`src/rtl/cplx_div_sequencer.sv`:
```
// Serialises complex-numerator divide requests onto one scalar divider and re-pairs the quotients.
// Optional CPLX_DIV_SAT16_EN: saturate results to signed 16 bits, sign-extended to 32.
module cplx_div_sequencer #(
  parameter int IN_DEPTH        = 4,
  parameter int MAX_OUTSTANDING = 32
) (
  input  logic        clock,
  input  logic        reset,
  input  logic        enable,
  input  logic [31:0] in_i,
  input  logic [31:0] in_q,
  input  logic [23:0] in_div,
  input  logic        in_strobe,
  output logic        in_ready,
  output logic [31:0] div_dividend,
  output logic [23:0] div_divisor,
  output logic        div_in_strobe,
  input  logic [31:0] div_quotient,
  input  logic        div_out_strobe,
  output logic [31:0] out_i,
  output logic [31:0] out_q,
  output logic        out_div0,
  output logic        out_strobe,
  output logic [1:0]  err
);

  localparam int IN_AW  = $clog2(IN_DEPTH);
  localparam int TAG_AW = $clog2(MAX_OUTSTANDING);
  localparam logic [IN_AW:0]  IN_FULL  = (IN_AW+1)'(IN_DEPTH);
  localparam logic [TAG_AW:0] TAG_FULL = (TAG_AW+1)'(MAX_OUTSTANDING);

  typedef enum logic [1:0] {IDLE = 2'd0, ISSUE_I = 2'd1, ISSUE_Q = 2'd2} state_t;
  state_t state, state_nxt;

  logic [31:0] req_i_mem   [IN_DEPTH];
  logic [31:0] req_q_mem   [IN_DEPTH];
  logic [23:0] req_div_mem [IN_DEPTH];
  logic [IN_AW-1:0] req_wr, req_rd;
  logic [IN_AW:0]   req_cnt, req_cnt_nxt;
  logic req_push, req_pop, req_drop;

  logic tag_mem [MAX_OUTSTANDING];
  logic [TAG_AW-1:0] tag_wr, tag_rd;
  logic [TAG_AW:0]   tag_cnt;
  logic tag_push, tag_val, tag_pop, orphan;

  logic [31:0] dividend_d;
  logic [23:0] divisor_d;
  logic        strobe_d;
  logic        can_issue;
  logic        phase;
  logic [31:0] lat_i;

  function automatic logic [31:0] fmt_q(input logic [31:0] v);
`ifdef CPLX_DIV_SAT16_EN
    if ($signed(v) > 32'sd32767)       return 32'h0000_7FFF;
    else if ($signed(v) < -32'sd32768) return 32'hFFFF_8000;
    else                               return v;
`else
    return v;
`endif
  endfunction

  assign req_push  = in_strobe & enable & in_ready;
  assign req_drop  = in_strobe & enable & ~in_ready;
  assign can_issue = (req_cnt != '0) && enable && (tag_cnt < TAG_FULL);

  always_comb begin
    req_cnt_nxt = req_cnt;
    case ({req_push, req_pop})
      2'b10:   req_cnt_nxt = req_cnt + (IN_AW+1)'(1);
      2'b01:   req_cnt_nxt = req_cnt - (IN_AW+1)'(1);
      default: ;
    endcase
  end

  always_ff @(posedge clock) begin
    if (req_push) begin
      req_i_mem[req_wr]   <= in_i;
      req_q_mem[req_wr]   <= in_q;
      req_div_mem[req_wr] <= in_div;
    end
    if (tag_push) tag_mem[tag_wr] <= tag_val;
  end

  always_ff @(posedge clock) begin
    if (!reset) begin
      req_wr   <= '0;
      req_rd   <= '0;
      req_cnt  <= '0;
      in_ready <= 1'b0;
      tag_wr   <= '0;
      tag_rd   <= '0;
      tag_cnt  <= '0;
    end else begin
      req_cnt  <= req_cnt_nxt;
      in_ready <= req_cnt_nxt < IN_FULL;
      if (req_push) req_wr <= req_wr + IN_AW'(1);
      if (req_pop)  req_rd <= req_rd + IN_AW'(1);
      if (tag_push) tag_wr <= tag_wr + TAG_AW'(1);
      if (tag_pop)  tag_rd <= tag_rd + TAG_AW'(1);
      case ({tag_push, tag_pop})
        2'b10:   tag_cnt <= tag_cnt + (TAG_AW+1)'(1);
        2'b01:   tag_cnt <= tag_cnt - (TAG_AW+1)'(1);
        default: ;
      endcase
    end
  end

  // Divider outputs are registered from the next-state decode, so they line up with the state.
  always_ff @(posedge clock) begin
    if (!reset) begin
      state         <= IDLE;
      div_dividend  <= '0;
      div_divisor   <= '0;
      div_in_strobe <= 1'b0;
    end else begin
      state         <= state_nxt;
      div_dividend  <= dividend_d;
      div_divisor   <= divisor_d;
      div_in_strobe <= strobe_d;
    end
  end

  always_comb begin
    state_nxt = state;
    case (state)
      IDLE:    state_nxt = can_issue ? ISSUE_I : IDLE;
      ISSUE_I: state_nxt = ISSUE_Q;
      ISSUE_Q: state_nxt = can_issue ? ISSUE_I : IDLE;
      default: state_nxt = IDLE;
    endcase
  end

  always_comb begin
    dividend_d = '0;
    divisor_d  = '0;
    strobe_d   = 1'b0;
    tag_push   = 1'b0;
    tag_val    = 1'b0;
    req_pop    = 1'b0;
    case (state_nxt)
      ISSUE_I: begin
        dividend_d = req_i_mem[req_rd];
        divisor_d  = req_div_mem[req_rd];
        strobe_d   = 1'b1;
        tag_push   = 1'b1;
        tag_val    = (req_div_mem[req_rd] == '0);
      end
      ISSUE_Q: begin
        dividend_d = req_q_mem[req_rd];
        divisor_d  = req_div_mem[req_rd];
        strobe_d   = 1'b1;
        req_pop    = 1'b1;
      end
      default: ;
    endcase
  end

  assign tag_pop = div_out_strobe & phase;
  assign orphan  = div_out_strobe & ~phase & (tag_cnt == '0);

  always_ff @(posedge clock) begin
    if (!reset) begin
      phase      <= 1'b0;
      lat_i      <= '0;
      out_i      <= '0;
      out_q      <= '0;
      out_div0   <= 1'b0;
      out_strobe <= 1'b0;
      err        <= '0;
    end else begin
      out_strobe <= tag_pop;
      if (div_out_strobe && !phase && (tag_cnt != '0)) begin
        lat_i <= div_quotient;
        phase <= 1'b1;
      end
      if (tag_pop) begin
        phase <= 1'b0;
        if (tag_mem[tag_rd]) begin
          out_i    <= '0;
          out_q    <= '0;
          out_div0 <= 1'b1;
        end else begin
          out_i    <= fmt_q(lat_i);
          out_q    <= fmt_q(div_quotient);
          out_div0 <= 1'b0;
        end
      end
      if (req_drop) err[0] <= 1'b1;
      if (orphan)   err[1] <= 1'b1;
    end
  end

endmodule

```
`config.mk`:
```
export PLATFORM = sky130hd
export DESIGN_NAME = cplx_div_sequencer
export DESIGN_NICKNAME = d
export VERILOG_FILES = /design/src/rtl/cplx_div_sequencer.sv
export SDC_FILE = /design/constraint.sdc
export NUM_CORES = 1
export LEC_CHECK = 0
export ABC_AREA = 1
export BUFFER_PORTS_ARGS = -buffer_cell sky130_fd_sc_hd__clkbuf_2
export CAP_MARGIN = 20
export CORE_ASPECT_RATIO = 1.75
export CORE_UTILIZATION = 60
export CTS_BUF_LIST = sky130_fd_sc_hd__clkbuf_2 sky130_fd_sc_hd__clkbuf_4 sky130_fd_sc_hd__clkbuf_8
export DETAILED_ROUTE_END_ITERATION = 16
export GPL_TIMING_DRIVEN = 0
export PLACE_DENSITY = 0.88
export SETUP_SLACK_MARGIN = 0.4
export SYNTH_ARGS = -nofsm -noshare
export SYNTH_HDL_FRONTEND = slang
export SYNTH_SLANG_ARGS = --single-unit
```
`constraint.sdc`:
```
create_clock -name clock -period 11.3 [get_ports clock]
set_input_delay 0.565 -clock clock [delete_from_list [all_inputs] [get_ports clock]]
set_output_delay 0.565 -clock clock [all_outputs]
set_load 0.01 [all_outputs]
```
# Word level (Yosys, flattened, before mapping)
# Memories as Yosys holds them, arrays and structs flattened. A register that Yosys moved wholly into a read port is not among the register bits.
# Index checks and enable logic that the tools add are counted.
# word_totals
out_inout_bits	126
in_bits	125
ram_bits	384
ff_bits	184
memories	4
elab_cells	89
# mem_list
memory	depth	word_bits	rd	rd_ports_with_merged_regs	write_ports	line_no	source
req_i_mem	4	32	1	1	1	35	logic [31:0] req_i_mem [IN_DEPTH];
req_q_mem	4	32	1	1	1	36	logic [31:0] req_q_mem [IN_DEPTH];
req_div_mem	4	24	1	1	1	37	logic [23:0] req_div_mem [IN_DEPTH];
tag_mem	32	1	1	1	1	42	logic tag_mem [MAX_OUTSTANDING];
# op_classes
n_eq_ne	8
addsub	8
n_reduce_logical	15
n_bitwise	9
mux	24
order_cmp	2
# ops
cell	count
32-bit two-way mux	2
32-bit case mux with 2 select lines	1
24-bit zero test	1
2-bit two-way mux	6
6-bit case mux with 2 select lines	1
5-bit by 1-bit adder with 5-bit output (second input constant)	2
1-bit two-way mux	10
5-bit two-way mux	2
2-bit by 1-bit equality test with 1-bit output (second input constant)	4
2-bit equality test (second input constant)	4
6-bit by 1-bit adder with 6-bit output (second input constant)	1
1-bit AND	6
6-bit zero test	1
6-bit less-than comparator (second input constant)	1
3-bit case mux with 2 select lines	1
6-bit nonzero test	1
2-bit OR reduction	3
6-bit by 1-bit subtractor with 6-bit output (second input constant)	1
2-bit by 1-bit adder with 2-bit output (second input constant)	2
1-bit logical AND	4
2-bit case mux with 2 select lines	1
3-bit by 1-bit adder with 3-bit output (second input constant)	1
3-bit less-than comparator (second input constant)	1
1-bit inverter	3
other kinds (6)	6

# Longest topological paths before layout
# Gate-level depths: netlist (run 1).
# logic_depth
depth_word	10
ltp_mapped	17
depth_no_buf	16

# Least setup slack after synthesis (run 1)
# Ideal clock, no wire load.
# synth_timing
path_kind	input -> register
start	in in_strobe
end	mem req_div_mem[0][0] (enable)
setup_ps	536
path_buffers	0
cell_stages	2
required_time_ps	10764
arrival_ps	4486
slack_ps	6278
cell_sequence	nand3_1 nor2_1
# synth_between
elab_chain_cells	4
# synth_lines
item	line_no	source
start: declaration	13	input logic in_strobe,
1-bit AND (2 in series)	64	assign req_push = in_strobe & enable & in_ready;
1-bit two-way mux	78	if (req_push) begin
1-bit two-way mux (implied by the code)	81	req_div_mem[req_wr] <= in_div;
end: declaration	37	
# Every way passes these cells.

==> results of run 1 <==
-- placed cells by master (no fill, tap or decap), drive strengths merged --
master,n
a21oi,52
a21o,1
xor2,5
dfxtp,191
nand3,65
o21ai,200
nand4,3
a21boi,1
fa,1
a32oi,1
diode,6
o22ai,64
edfxtp,384
nand2,441
clkinvlp,5
xnor2,3
inv,115
nor3,8
clkinv,22
clkbuf,417
nor4,2
ha,13
bufinv,5
a22o,1
and3,1
nand3b,1
nor2,304
buf,56
o22a,11
-- sequential cells by signal, indices dropped and copies added, names as in the netlist, 3 cells and up, named ones only --
| signal | cells |
|---|---|
| req_i_mem | 128 |
| req_q_mem | 128 |
| req_div_mem | 96 |
| div_dividend | 32 |
| lat_i | 32 |
| out_i | 32 |
| out_q | 32 |
| tag_mem | 32 |
| div_divisor | 24 |
| tag_cnt | 6 |
| tag_rd | 5 |
| tag_wr | 5 |
| req_cnt | 3 |
-- power by group --
| group | internal [W] | switching (W) |
|---|---|---|
| logic | 0.000157 | 0.000345 |
| registers | 0.00234 | 0.0000404 |
| clock network | 0.000896 | 0.000779 |
-- critical path, stage by stage (launching register included) --
cell     delay, ns
dfxtp_1       0.51
inv_1         0.16
buf_2         0.23
buf_2         0.27
nand2_1       0.12
nand3_1       0.09
nand2_1       0.18
nand4_1       0.21
nor2_1        0.15
nand2_1       0.08
nor2_1        0.52
buf_4         0.34
-- final timing paths --
check	from	slack (ns)	to
setup reg to reg	flip-flop	8.24	tag_mem[11]
hold reg to reg	lat_i[4]	0.45	lat_i[4]
hold / removal	in_div[4]	0.14	req_div_mem[3][4]
setup / recovery	flip-flop	8.24	tag_mem[11]
-- synthesized netlist by cell type (8+ instances only) --
| master | instances |
|---|---|
| inv_1 | 109 |
| nor2_2 | 19 |
| o21ai_1 | 10 |
| o22ai_1 | 64 |
| buf_6 | 8 |
| nand3_1 | 65 |
| o22a_1 | 11 |
| buf_2 | 24 |
| dfxtp_1 | 191 |
| nor2_1 | 283 |
| nand2_1 | 441 |
| o21ai_0 | 190 |
| ha_1 | 13 |
| a21oi_1 | 52 |
| edfxtp_1 | 384 |
| clkbuf_1 | 62 |
-- kinds of logic after synthesis --
family	after synthesis
AO/OA/AOI/OAI	331
adder cells (fa/ha/maj)	14
buffers and inverters	217
AND/OR/NAND/NOR	825
XOR/XNOR	8
flip-flops	575
-- layer usage --
metal | global-route usage [%] | wire length [um] | vias up
met4 | 21.9 | 3650 | 2
met1 | 30.5 | 18300 | 7885
met5 | 0 | 11 | -
met3 | 6.56 | 5210 | 262
li1 | - | - | 7366
met2 | 59.0 | 31500 | 1115
-- per-stage QoR --
step | util, % | setup WS, ns | cells | hold WS, ns
floorplan | - | 6.28 | 1970 | 0.429
global placement | 66.3 | 3.30 | 2684 | 0.437
detailed placement | 67.2 | 8.15 | 2698 | 0.439
CTS | 71.8 | 8.37 | 2838 | 0.110
global route | 71.9 | 8.17 | 2842 | 0.120
finish | 71.9 | 8.24 | 2844 | 0.136
-- area by class of cell --
class | count | area share, %
clock buffer | 106 | 5.31
timing repair buffer | 263 | 6.04
multi-input combinational | 1178 | 21.1
inverter | 113 | 1.69
sequential | 575 | 60.3
tap | 465 | 2.29
buffer | 104 | 1.99
antenna | 6 | 0.0590
clock inverter | 34 | 1.18
==> run metrics, run 1 <==
status=finished, final reports clean; Achievable Freq=~330 MHz; Net Count, Synth=approximately 2100; post-synthesis xor/xnor area fraction=0.324%; row cnt=91; fillers=2214; Tmin final=3.06 ns; Post-Synth Simple-Gate Area=roughly 15%; Reg clk slew, reported paths=approximately 0.070 ns; area leader, netlist=edfxtp_1; compound-gate portion of the synthesized area=under 10%; cell area after synthesis=0.0216 mm^2; largest family of logic cells by synthesized area=simple AND/OR/NAND/NOR gates; CTS root buf=clkbuf_8; worst relative slew slack=49.4%; DRT Pass-1 Iters=7; final wirelength=58700 um; Mapped Cells=roughly 2000; async set or reset register ratio after synthesis=0%; Overall Power=0.00455 W; total track usage=a little under a third; VDD IR max=around 0.21 mV; Final Hold Vio Count=0; core area=0.0354 mm^2; initial antenna violation count=7; vias=16600; Setup Buffers After CTS=0; Via density=slightly below 6; reg2reg path depth=11; Syn. warnings=0; Port Buf Inserts=around 250; CTS Hold Bufs=0; final setup TNS=0 ns; Hold Path Depth=1; count of pins over their slew limit=0; initial DRC count=between 1500 and 2000; fin crit share=between 20% and 30%; final setup violation count=0; HP Class=in2reg; sequential fraction of the synthesis area=a little under three quarters; largest net degree at the start of global routing=30; mux share of post-synthesis cell area=0%; CP Capture Type=flip-flop; post-synth top area share=53.3%; skew final=approximately 0.045 ns; dpl hpwl=~39000 um; NumNets Final=about 2500; worst slew pin tran=between 0.7 and 0.8 ns; Routed Antenna Nets=0; RD Place Congestion=roughly 0.90; clk sinks=around 580; CTS tree=built; CTS resizes=0; Register Area=about 0.015 mm^2; area of the die=about 0.037 mm^2; wire per inst=between 20 and 25 um; total global routing overflow=0; adder-cell share of the synthesized area=0.844%; CP max FO=22; Leak=between 10 and 15 nW; Final Instance Area=about 0.025 mm^2; Post-synth EDFFs=384; Area growth syn-to-layout=17.6%; vias in the first global route=roughly 17000; # IOs=~250; top cells by area, synth=edfxtp_1 (53%), dfxtp_1 (18%), nand2_1 (7.7%); Setup CP Type=reg2reg; fraction of layout cells with a size suffix above 1=between 15 and 20%; placed inst area=0.0238 mm^2; Synth Flop Type=edfxtp_1; Setup crit start kind=flip-flop; initial core utilization=61.1%; DRC Markers=0; Clock Path Buffers=3; Yosys reg bits=about 580; Worst EP arrival=around 3.5 ns; number of max-cap violations=0; pwr dens=179 mW/mm^2; clock latency on the worst-skew pair=~0.65 ns; DIE WIDTH=146 um; multi-input logic area=between 0.005 and 0.006 mm^2; syn avg cell area=between 10 and 15 um^2; first-pass GRT wire length=~88000 um; Distinct cells, synth=36; RSZ-0062 raised after global routing=false; Die Span Y=about 250 um; Critical Path RT=around 12 ns; Num CTS Buffers=76; H-Tree Depth=3
Note: power is estimated with default switching activity, not from simulation.
==> inputs of run 2 (changes only) <==
==> constraint.sdc (replaced) <==
create_clock -name clock -period 3.1 [get_ports clock]
set_input_delay 0.155 -clock clock [delete_from_list [all_inputs] [get_ports clock]]
set_output_delay 0.155 -clock clock [all_outputs]
set_load 0.01 [all_outputs]
==> run 2 against run 1 <==
  * Total power increased to 3.7 times the previous value
  * Core utilization increased by 3.5 points
  * Count of clock-buffer cells in the layout increased by 1
  * Highest routed layer is now met4
  * Largest power group unchanged
  * Cell area increased by 4.8%
  * Wire length increased by 11%
  * Critical path depth decreased by 3
==> run metrics, run 2 (synthesis results as in run 1) <==
CP max FO=22; Final Hold Vio Count=0; DRC Markers=0; Clock Path Buffers=3; Critical Path RT=3.56 ns; gr busiest metal=met2; Hold Path Origin=enable; clock latency on the worst-skew pair=0.67 ns; CP Capture Type=flip-flop; core area=around 0.035 mm^2; area of the die=about 0.037 mm^2; Setup crit start kind=flip-flop; most common cell after layout, fill and taps aside=nand2_1; final setup violation count=0; row cnt=between 90 and 100; Final Instance Area=~0.027 mm^2; Hold WS=0.169 ns; Port Buf Inserts=~250; Leak=between 10 and 15 nW; # IOs=~250; Bufs and invs on worst path=2; dpl cells=roughly 2700; VDD IR max=around 0.55 mV; DRT Pass-1 Iters=6; initial DRC count=around 2100; Layout Cells excl Fill=around 3000; number of max-cap violations=0; Setup CP Type=reg2reg; pwr dens=roughly 630 mW/mm^2; most frequent cells in the layout=nand2_1 (441), edfxtp_1 (384), nor2_1 (278), clkbuf_2 (253), o21ai_0 (190); Num CTS Buffers=76; Achievable Freq=between 300 and 400 MHz; RSZ-0062 raised after global routing=false; CP delay by family, top=simple AND/OR/NAND/NOR gates; placed inst area=0.0238 mm^2; vias in the first global route=~18000; RD Place Congestion=0.908; total global routing overflow=0; Top Registers=req_i_mem x128, req_q_mem x128, req_div_mem x96; fraction of layout cells with a size suffix above 1=between 10% and 20%; met1 Track Usage GR=approximately a third; CTS tree=built; CP most frequent cell=nand2_1; Reg clk slew, reported paths=around 0.080 ns; vias=17700; skew final=~0.054 ns; routing usage on met3=~7%; met2 GRT Util=between 60 and 70%; crit path max-delay cell type=clkbuf_1; worst relative slew slack=about two fifths; initial core utilization=between 60% and 70%; largest net degree at the start of global routing=30; wire per inst=approximately 22 um; first-pass GRT wire length=97700 um; dpl hpwl=between 30000 and 40000 um; Crit path largest cell delay=a little over 0.6 ns; CTS root buf=clkbuf_8; final wirelength=approximately 65000 um; Overall Power=approximately 0.017 W; fillers=roughly 1900; Worst EP arrival=between 3 and 4 ns; status=finished, final reports clean; DIE WIDTH=about 150 um; worst slew pin tran=around 0.9 ns; total track usage=35.2%; NumNets Final=~2600; utilization after layout=about three quarters; Area growth syn-to-layout=23.3%; Via density=between 5 and 6; crit-path cells=clkbuf_1 > nand3_1 > nand2_1 > nand4_1 > nor2_1 > nand2_1 > nor2_4 > buf_4; fin crit share=86.4%; clk sinks=575; HP Class=in2reg; count of pins over their slew limit=0; Routed Antenna Nets=0; initial antenna violation count=2; H-Tree Depth=3; Tmin final=about 2.7 ns; Die Span Y=between 200 and 300 um
[run 2: changes by cell type in the layout (fill, tap and decap cells not counted), moves of 2 or more]
cell and delta:
dlygate4sd3_1 +124, buf_4 +4, clkbuf_2 +4, diode_2 -4, clkbuf_1 -3, clkinv_1 -3
clkinv_2 +3, dfxtp_1 -3, dfxtp_2 +3, clkbuf_4 +2, clkinvlp_4 -2
[run 2: final cells by class]
| class | count | area [um^2] | share of cell area, % |
|---|---|---|---|
| Sequential cell | 575 | 15400 | 57.6 |
| Clock inverter | 31 | 280 | 1.05 |
| Buffer | 104 | 512 | 1.92 |
| Multi-Input combinational cell | 1178 | 5380 | 20.2 |
| Tap cell | 465 | 582 | 2.18 |
| Timing Repair Buffer | 390 | 2780 | 10.4 |
| Inverter | 113 | 429 | 1.61 |
| Clock buffer | 107 | 1350 | 5.07 |
| Antenna cell | 2 | 5.00 | 0.0188 |
[run 2: worst paths after layout]
check	to	slack (ns)	depth (start not counted)
max	tag_mem[11]	0.42	8
min	tag_wr[0]	0.17	6
max reg2reg	tag_mem[11]	0.42	8
min reg2reg	lat_i[4]	0.45	2
[run 2: power by group]
part,internal [W],switching [W]
combinational,0.000683,0.00134
sequential,0.00852,0.000157
clock,0.00326,0.00292
[run 2: layer usage]
metal | up-vias | part of all wire (%)
met5 | - | 0
met4 | 0 | 7.2
met3 | 364 | 9.7
met2 | 1474 | 53
met1 | 8292 | 30
li1 | 7615 | -
[run 2: what timing repair did]
action	4_1_cts	5_1_grt
pin swaps	1	1
endpoints found under the setup margin	23	25
hold buffers	124	0
setup buffers	1	3
resized for setup	2	11
endpoints found under the hold margin	425	0
[run 2: tightest hold or removal path: cells and delay by family]
| kind | cells | cell delay [ns] |
|---|---|---|
| and+or+nand+nor | 1 | 0.06 |
| AOI/OAI and AO/OA | 1 | 0.08 |
| buffers and inverters | 4 | 0.46 |
[run 2: stage by stage]
stage | setup slack, ns | setup TNS (ns)
3_3_place_gp | -2.08 | -733.41
3_5_place_dp | 0.209 | 0
2_1_floorplan | -0.343 | -120.60
4_1_cts | 0.456 | 0
5_1_grt | 0.311 | 0
6_report | 0.422 | 0
